--- config.mk ---
export PLATFORM = sky130hd
export DESIGN_NAME = cond_logic
export DESIGN_NICKNAME = d
export VERILOG_FILES = /design/src/rtl/cond_logic.sv
export SDC_FILE = /design/constraint.sdc
export NUM_CORES = 1
export LEC_CHECK = 0
export ABC_AREA = 0
export BUFFER_PORTS_ARGS = -buffer_cell sky130_fd_sc_hd__buf_2
export CORE_AREA = 2 2 39 41
export CTS_CLUSTER_SIZE = 28
export DETAILED_ROUTE_END_ITERATION = 10
export DIE_AREA = 0 0 41 43
export GPL_ROUTABILITY_DRIVEN = 0
export SKIP_LAST_GASP = 1
export SLEW_MARGIN = 20
export SYNTH_ARGS = -nofsm -noshare
export SYNTH_HDL_FRONTEND = slang
export SYNTH_SLANG_ARGS = --single-unit
--- constraint.sdc ---
create_clock -name clk -period 2.2 [get_ports clk]
set_input_delay 0 -clock clk [delete_from_list [all_inputs] [get_ports clk]]
set_output_delay 0 -clock clk [all_outputs]
set_load 0.02 [all_outputs]
--- src/rtl/cond_logic.sv ---
// rtl/cond_logic.sv - ARM-style condition check, flag registers and write-enable gating
//
// Ports:
//   clk       in   1  rising-edge clock
//   reset     in   1  asynchronous active-low reset
//   Cond      in   4  instruction condition field
//   ALUFlags  in   4  ALU flags this cycle {N,Z,C,V}
//   FlagW     in   2  flag write request: [1] -> N,Z  [0] -> C,V
//   PCS       in   1  PC write request
//   RegW      in   1  register-file write request
//   MemW      in   1  data-memory write request
//   NoWrite   in   1  suppress register write (compare/test ops)
//   PCSrc     out  1  gated PC write
//   RegWrite  out  1  gated register-file write
//   MemWrite  out  1  gated memory write
//   CondEx    out  1  condition passed this cycle
//   Flags     out  4  stored flags {N,Z,C,V}
module cond_logic #(
    parameter logic [3:0] RESET_FLAGS = 4'b0000
) (
    input  logic       clk,
    input  logic       reset,
    input  logic [3:0] Cond,
    input  logic [3:0] ALUFlags,
    input  logic [1:0] FlagW,
    input  logic       PCS,
    input  logic       RegW,
    input  logic       MemW,
    input  logic       NoWrite,
    output logic       PCSrc,
    output logic       RegWrite,
    output logic       MemWrite,
    output logic       CondEx,
    output logic [3:0] Flags
);

    logic [1:0] nz_q, nz_d;
    logic [1:0] cv_q, cv_d;
    logic       cond_ex;

    logic n_flag, z_flag, c_flag, v_flag;

    assign n_flag = nz_q[1];
    assign z_flag = nz_q[0];
    assign c_flag = cv_q[1];
    assign v_flag = cv_q[0];

    // Condition uses stored flags only, so a flag-setting instruction is
    // evaluated against the flags left by the previous instruction.
    always_comb begin
        cond_ex = 1'b0;
        unique case (Cond)
            4'b0000: cond_ex = z_flag;
            4'b0001: cond_ex = ~z_flag;
            4'b0010: cond_ex = c_flag;
            4'b0011: cond_ex = ~c_flag;
            4'b0100: cond_ex = n_flag;
            4'b0101: cond_ex = ~n_flag;
            4'b0110: cond_ex = v_flag;
            4'b0111: cond_ex = ~v_flag;
            4'b1000: cond_ex = c_flag & ~z_flag;
            4'b1001: cond_ex = ~c_flag | z_flag;
            4'b1010: cond_ex = (n_flag == v_flag);
            4'b1011: cond_ex = (n_flag != v_flag);
            4'b1100: cond_ex = ~z_flag & (n_flag == v_flag);
            4'b1101: cond_ex = z_flag | (n_flag != v_flag);
            4'b1110: cond_ex = 1'b1;
            4'b1111: cond_ex = 1'b1;
            default: cond_ex = 1'b0;
        endcase
    end

    // NZ and CV halves are written independently.
    always_comb begin
        nz_d = nz_q;
        cv_d = cv_q;
        if (FlagW[1] && cond_ex) begin
            nz_d = ALUFlags[3:2];
        end
        if (FlagW[0] && cond_ex) begin
            cv_d = ALUFlags[1:0];
        end
    end

    always_ff @(posedge clk or negedge reset) begin
        if (!reset) begin
            nz_q <= RESET_FLAGS[3:2];
            cv_q <= RESET_FLAGS[1:0];
        end else begin
            nz_q <= nz_d;
            cv_q <= cv_d;
        end
    end

    assign CondEx   = cond_ex;
    assign PCSrc    = PCS & cond_ex;
    assign MemWrite = MemW & cond_ex;
    assign RegWrite = RegW & cond_ex & ~NoWrite;
    assign Flags    = {nz_q, cv_q};

endmodule

Word level (Yosys, flattened, before mapping)
Index checks and enable logic that the tools add are counted.
Widths: inputs -> output; s select.
{"block": "op_classes", "eq_ne": 17, "n_mux": 1, "bitwise_logic": 13, "reduce_logical": 4}
{"cell": "$eq 4x4->1 const B", "n": 8}
{"cell": "$eq 4x3->1 const B", "n": 4}
{"cell": "$pmux 1 s15", "n": 1}
{"cell": "$eq 4x2->1 const B", "n": 2}
{"cell": "$and 1x1->1", "n": 6}
{"cell": "$not 1->1", "n": 5}
{"cell": "$eq 4x1->1 const B", "n": 1}
{"cell": "$logic_not 4->1", "n": 1}
{"cell": "$logic_and 1x1->1", "n": 2}
{"cell": "$or 1x1->1", "n": 2}
{"cell": "$reduce_or 2->1", "n": 1}
{"cell": "$eq 1x1->1", "n": 1}
{"cell": "$ne 1x1->1", "n": 1}
{"block": "word_totals", "register_bits": 4, "in_bits": 16, "output_inout_bits": 8}

Longest topological paths before layout
{"block": "logic_depth", "word_depth": 5, "depth_mapped": 6, "ltp_nobuf": 5}

Worst setup path after synthesis
No wires, ideal clock.
{"block": "synth_path", "path_type": "reg-to-output", "from": "reg cv_q[0]", "to": "out RegWrite", "t_arrival_ps": 1892, "t_required_ps": 2200, "slack_ps": 308, "path_stages_with_launch": 6, "path_buffers": 0, "path_cell_list": "dfrtp_1 -> xor2_1 -> o221a_2 -> nand4_2 -> a31oi_1 -> and3b_1"}
{"block": "synth_via", "elab_chain_len": 5, "word_cells_on_any_way": 8, "classes_between": "2 x eq/ne; 1 x mux; 5 x bitwise"}
{"item": "start: declaration", "line_no": "38", "text": "logic [1:0] cv_q, cv_d;"}
{"item": "start signal: assignment", "line_no": "88", "text": "cv_q <= RESET_FLAGS[1:0];"}
{"item": "start signal: assignment", "line_no": "91", "text": "cv_q <= cv_d;"}
{"item": "$ne 1x1->1 / $eq 1x1->1 (equally long branches)"}
{"item": "$or 1x1->1 / $and 1x1->1 (equally long branches)", "line_no": "66, 65"}
{"item": "$pmux 1 s15 (*)", "line_no": "52", "text": "unique case (Cond)"}
{"item": "net CondEx", "line_no": "33", "text": "output logic CondEx,"}
{"item": "$and 1x1->1 (*) (2 in a row)", "line_no": "98", "text": "assign RegWrite = RegW & cond_ex & ~NoWrite;"}
{"item": "end: declaration", "line_no": "31", "text": "output logic RegWrite,"}
Mark *: on every way through the listed nets, which the timed path passes. The rest lies on a longest branch.

Final worst setup path
{"block": "layout_path", "from": "reg nz_q[1]", "to": "out RegWrite"}
{"block": "layout_via", "elab_chain_len": 5, "word_cells_on_any_way": 8, "classes_between": "2 x eq/ne; 1 x mux; 5 x bitwise"}
{"item": "start: declaration", "line_no": "37", "text": "logic [1:0] nz_q, nz_d;"}
{"item": "start signal: assignment", "line_no": "87", "text": "nz_q <= RESET_FLAGS[3:2];"}
{"item": "start signal: assignment", "line_no": "90", "text": "nz_q <= nz_d;"}
{"item": "$ne 1x1->1 / $eq 1x1->1 (equally long branches)"}
{"item": "$or 1x1->1 / $and 1x1->1 (equally long branches)", "line_no": "66, 65"}
{"item": "$pmux 1 s15 (*)", "line_no": "52"}
{"item": "$and 1x1->1 (*) (2 in a row)", "line_no": "98"}
Every way passes the cells marked *; elsewhere a longest branch is shown, timed or not.

==> results.py <==
metrics = {
    "critical_path": {
        "worstPathRequired_ns": 2.20,
        "critPathMaxFanout": 5,
        "crit_path_start_kind": "register",
        "cp.arrival_ns": 1.93,
        "r2r_slack_ns": 0.37,
        "critPathCaptureType": "output port",
        "crit_type": "reg2out",
    },
    "final_layout": {
        "nNetsFinal": 93,
        "drive_gt1_share_pct": 38.7,
        "fill_cells": 141,
        "syn2layout_area_growth_pct": 48.4,
        "final_core_util_pct": 42.7,
        "diodes": 0,
    },
    "power_and_ir_drop": {
        "intPower_uw": 324,
        "combPwrFrac_pct": 57.8,
        "ir_drop_uv": 751,
        "power_switching_uw": 267,
        "p_leak_nw": 0.294,
        "sw_frac_of_total_pct": 45.2,
        "seqPwrFrac_pct": 27.2,
        "power.density_nw_per_um2": 1000,
        "total_power_uw": 592,
        "clkPwrFrac_pct": 15.0,
    },
    "synth": {
        "synth_area_um2": 398,
        "synth-async-reset-ratio_pct": 100,
        "synth-seq-cells": 4,
        "synth_top_area_share_pct": 25.2,
        "yosys-top-cells-area": "dfrtp_1 25%, mux2_1 8.5%, mux2i_1 5.0%, inv_1 4.7%, nand2_1 3.8%",
        "synth_edf_count": 0,
        "syn_avg_cell_area_um2": 8.65,
        "synth_area_leader_cell": "dfrtp_1",
        "syn_inst": 46,
        "ys_types": 27,
        "synth_most_common_cell": "inv_1",
        "yosysSeqAreaShare_pct": 25.2,
        "synth_flop_cell": "dfrtp_1",
        "synth_fp_nets": 62,
        "synthTopCellsByCount": "5 x inv_1, 4 x dfrtp_1, 4 x nand2_1",
        "yosys_warnings": 0,
    },
    "timing": {
        "finalHoldViolations": 0,
        "period_needed_ns": 1.93,
        "clock.fmax_ghz": 0.518,
        "worst_pin_slew_ns": 0.402,
        "setup_viol": 0,
        "rsz0062_at_grt": "no",
        "hold_ws_ns": 0.0152,
        "timing.final.crit_share_pct": 87.7,
        "slew-limit-headroom_pct": 73.2,
        "skew_ns": 0.00511,
        "setup-tns-final_ns": 0,
        "report.final.slew_viol_count": 0,
    },
    "run_status": {
        "outcome": "finished clean",
    },
    "grt": {
        "grt_pass1_wl_um": 1480,
        "grt_max_degree": 10,
        "groute.usage.overall_pct": 12.7,
        "overflow": 0,
        "antenna_found_initial": 0,
        "grt_pass1_vias": 377,
    },
    "clock_network": {
        "cts_setup_buffers": 0,
        "clock_latency_ns": 0.23,
        "clock_path_buffers": 2,
        "tritoncts": "done",
        "root_buffer": "clkbuf_4",
        "numCtsBuffers": 3,
        "cts_max_level": 1,
        "clock_sinks": 4,
        "cts.clk_slew.worst_paths_ns": 0.03,
        "post_cts_resized": 0,
        "postCtsHoldBufs": 4,
    },
    "die": {
        "die-width_um": 41,
        "die_area_um2": 1760,
        "core-area_um2": 1380,
        "ios": 24,
        "dieHeight_um": 43,
        "rows": 14,
        "initial_core_util_pct": 28.8,
    },
    "min_path": {
        "hold_path.class": "in2reg",
    },
    "routing": {
        "wire_per_inst_um": 10.5,
        "route.detailed.drc": 0,
        "first_pass_iters": 4,
        "routed-via-count": 449,
        "postRouteAntennaNets": 0,
        "drt_wl_total_um": 951,
        "drt_iter0_drc": 4,
        "viasPerCell": 4.93,
    },
    "run": {
        "drv_cap": 0,
    },
    "placement": {
        "hpwl_um": 776,
        "port_buffers": 23,
    },
}
## per-stage QoR
step	setup slack [ns]	cells	cell area (µm²)
after floorplan	0.308	46	398
after detailed placement	0.369	84	528
final	0.271	91	591
after global routing	0.146	91	591
after global placement	0.344	84	528
after CTS	0.264	91	591
## state kept, by name, indices dropped and copies added, names as in the netlist
signal,count
cv_q,2
nz_q,2
## per-layer routing
layer | share of wire [%] | up-vias | GRT usage [%]
met3 | 8.7 | 2 | 6.28
li1 | - | 227 | -
met5 | 0 | - | 0
met2 | 49 | 14 | 19.1
met1 | 42 | 206 | 14.3
met4 | 0.95 | 0 | 6.00
## final cells by class
| class | instances | area, µm² | area share, % |
|---|---|---|---|
| Multi-Input combinational cell | 36 | 274 | 46.4 |
| Timing Repair Buffer | 27 | 155 | 26.3 |
| Sequential cell | 4 | 100 | 16.9 |
| Clock buffer | 3 | 22.5 | 3.81 |
| Tap cell | 16 | 20.0 | 3.39 |
| Inverter | 5 | 18.8 | 3.18 |
## logic make-up (layout without fill, tap and decap cells)
logic type	after synthesis	count (layout)	share of synthesized area [%]
flops	4	4	25.2
simple gates	19	19	30.5
mux	5	5	13.5
buf+inv	6	35	5.97
xor+xnor	2	2	4.40
compound gates	10	10	20.4
## worst max-delay path, cell delays in order (launching register included)
cell       delay [ns]
dfrtp_1          0.41
xor2_1           0.20
o2bb2ai_1        0.18
mux2i_1          0.37
a31oi_1          0.20
and3b_1          0.19
buf_2            0.15
## power groups by stage
stage	combinational, mW	sequential (mW)	clock [mW]
floorplan	0.195	0.198	0
global placement	0.342	0.159	0
detailed placement	0.340	0.163	0
CTS	0.345	0.162	0.0927
global route	0.370	0.172	0.0977
finish	0.342	0.161	0.0886
## final timing paths
kind	start	to	depth (start not counted)
worst max-delay path	nz_q[1]$_DFFE_PN0P_	RegWrite	6
worst min-delay path	ALUFlags[2]	nz_q[0]$_DFFE_PN0P_	3
worst max register to register	nz_q[1]$_DFFE_PN0P_	nz_q[1]$_DFFE_PN0P_	5
worst min register to register	cv_q[1]$_DFFE_PN0P_	cv_q[1]$_DFFE_PN0P_	1
max in group asynchronous	reset	nz_q[0]$_DFFE_PN0P_	2
min in group asynchronous	reset	cv_q[0]$_DFFE_PN0P_	2
## layout by cell type (no fill, tap or decap), types with 2 or more instances in the layout
master          n
a31oi_1         2
dlygate4sd3_1   4
nor2_1          2
buf_2          23
mux2i_1         2
inv_1           5
and2_1          2
nand2_1         4
or2b_1          2
nand3b_1        2
mux2_1          3
dfrtp_1         4
clkbuf_4        3
o21ai_0         2
Note: power is estimated with default switching activity, not from simulation.
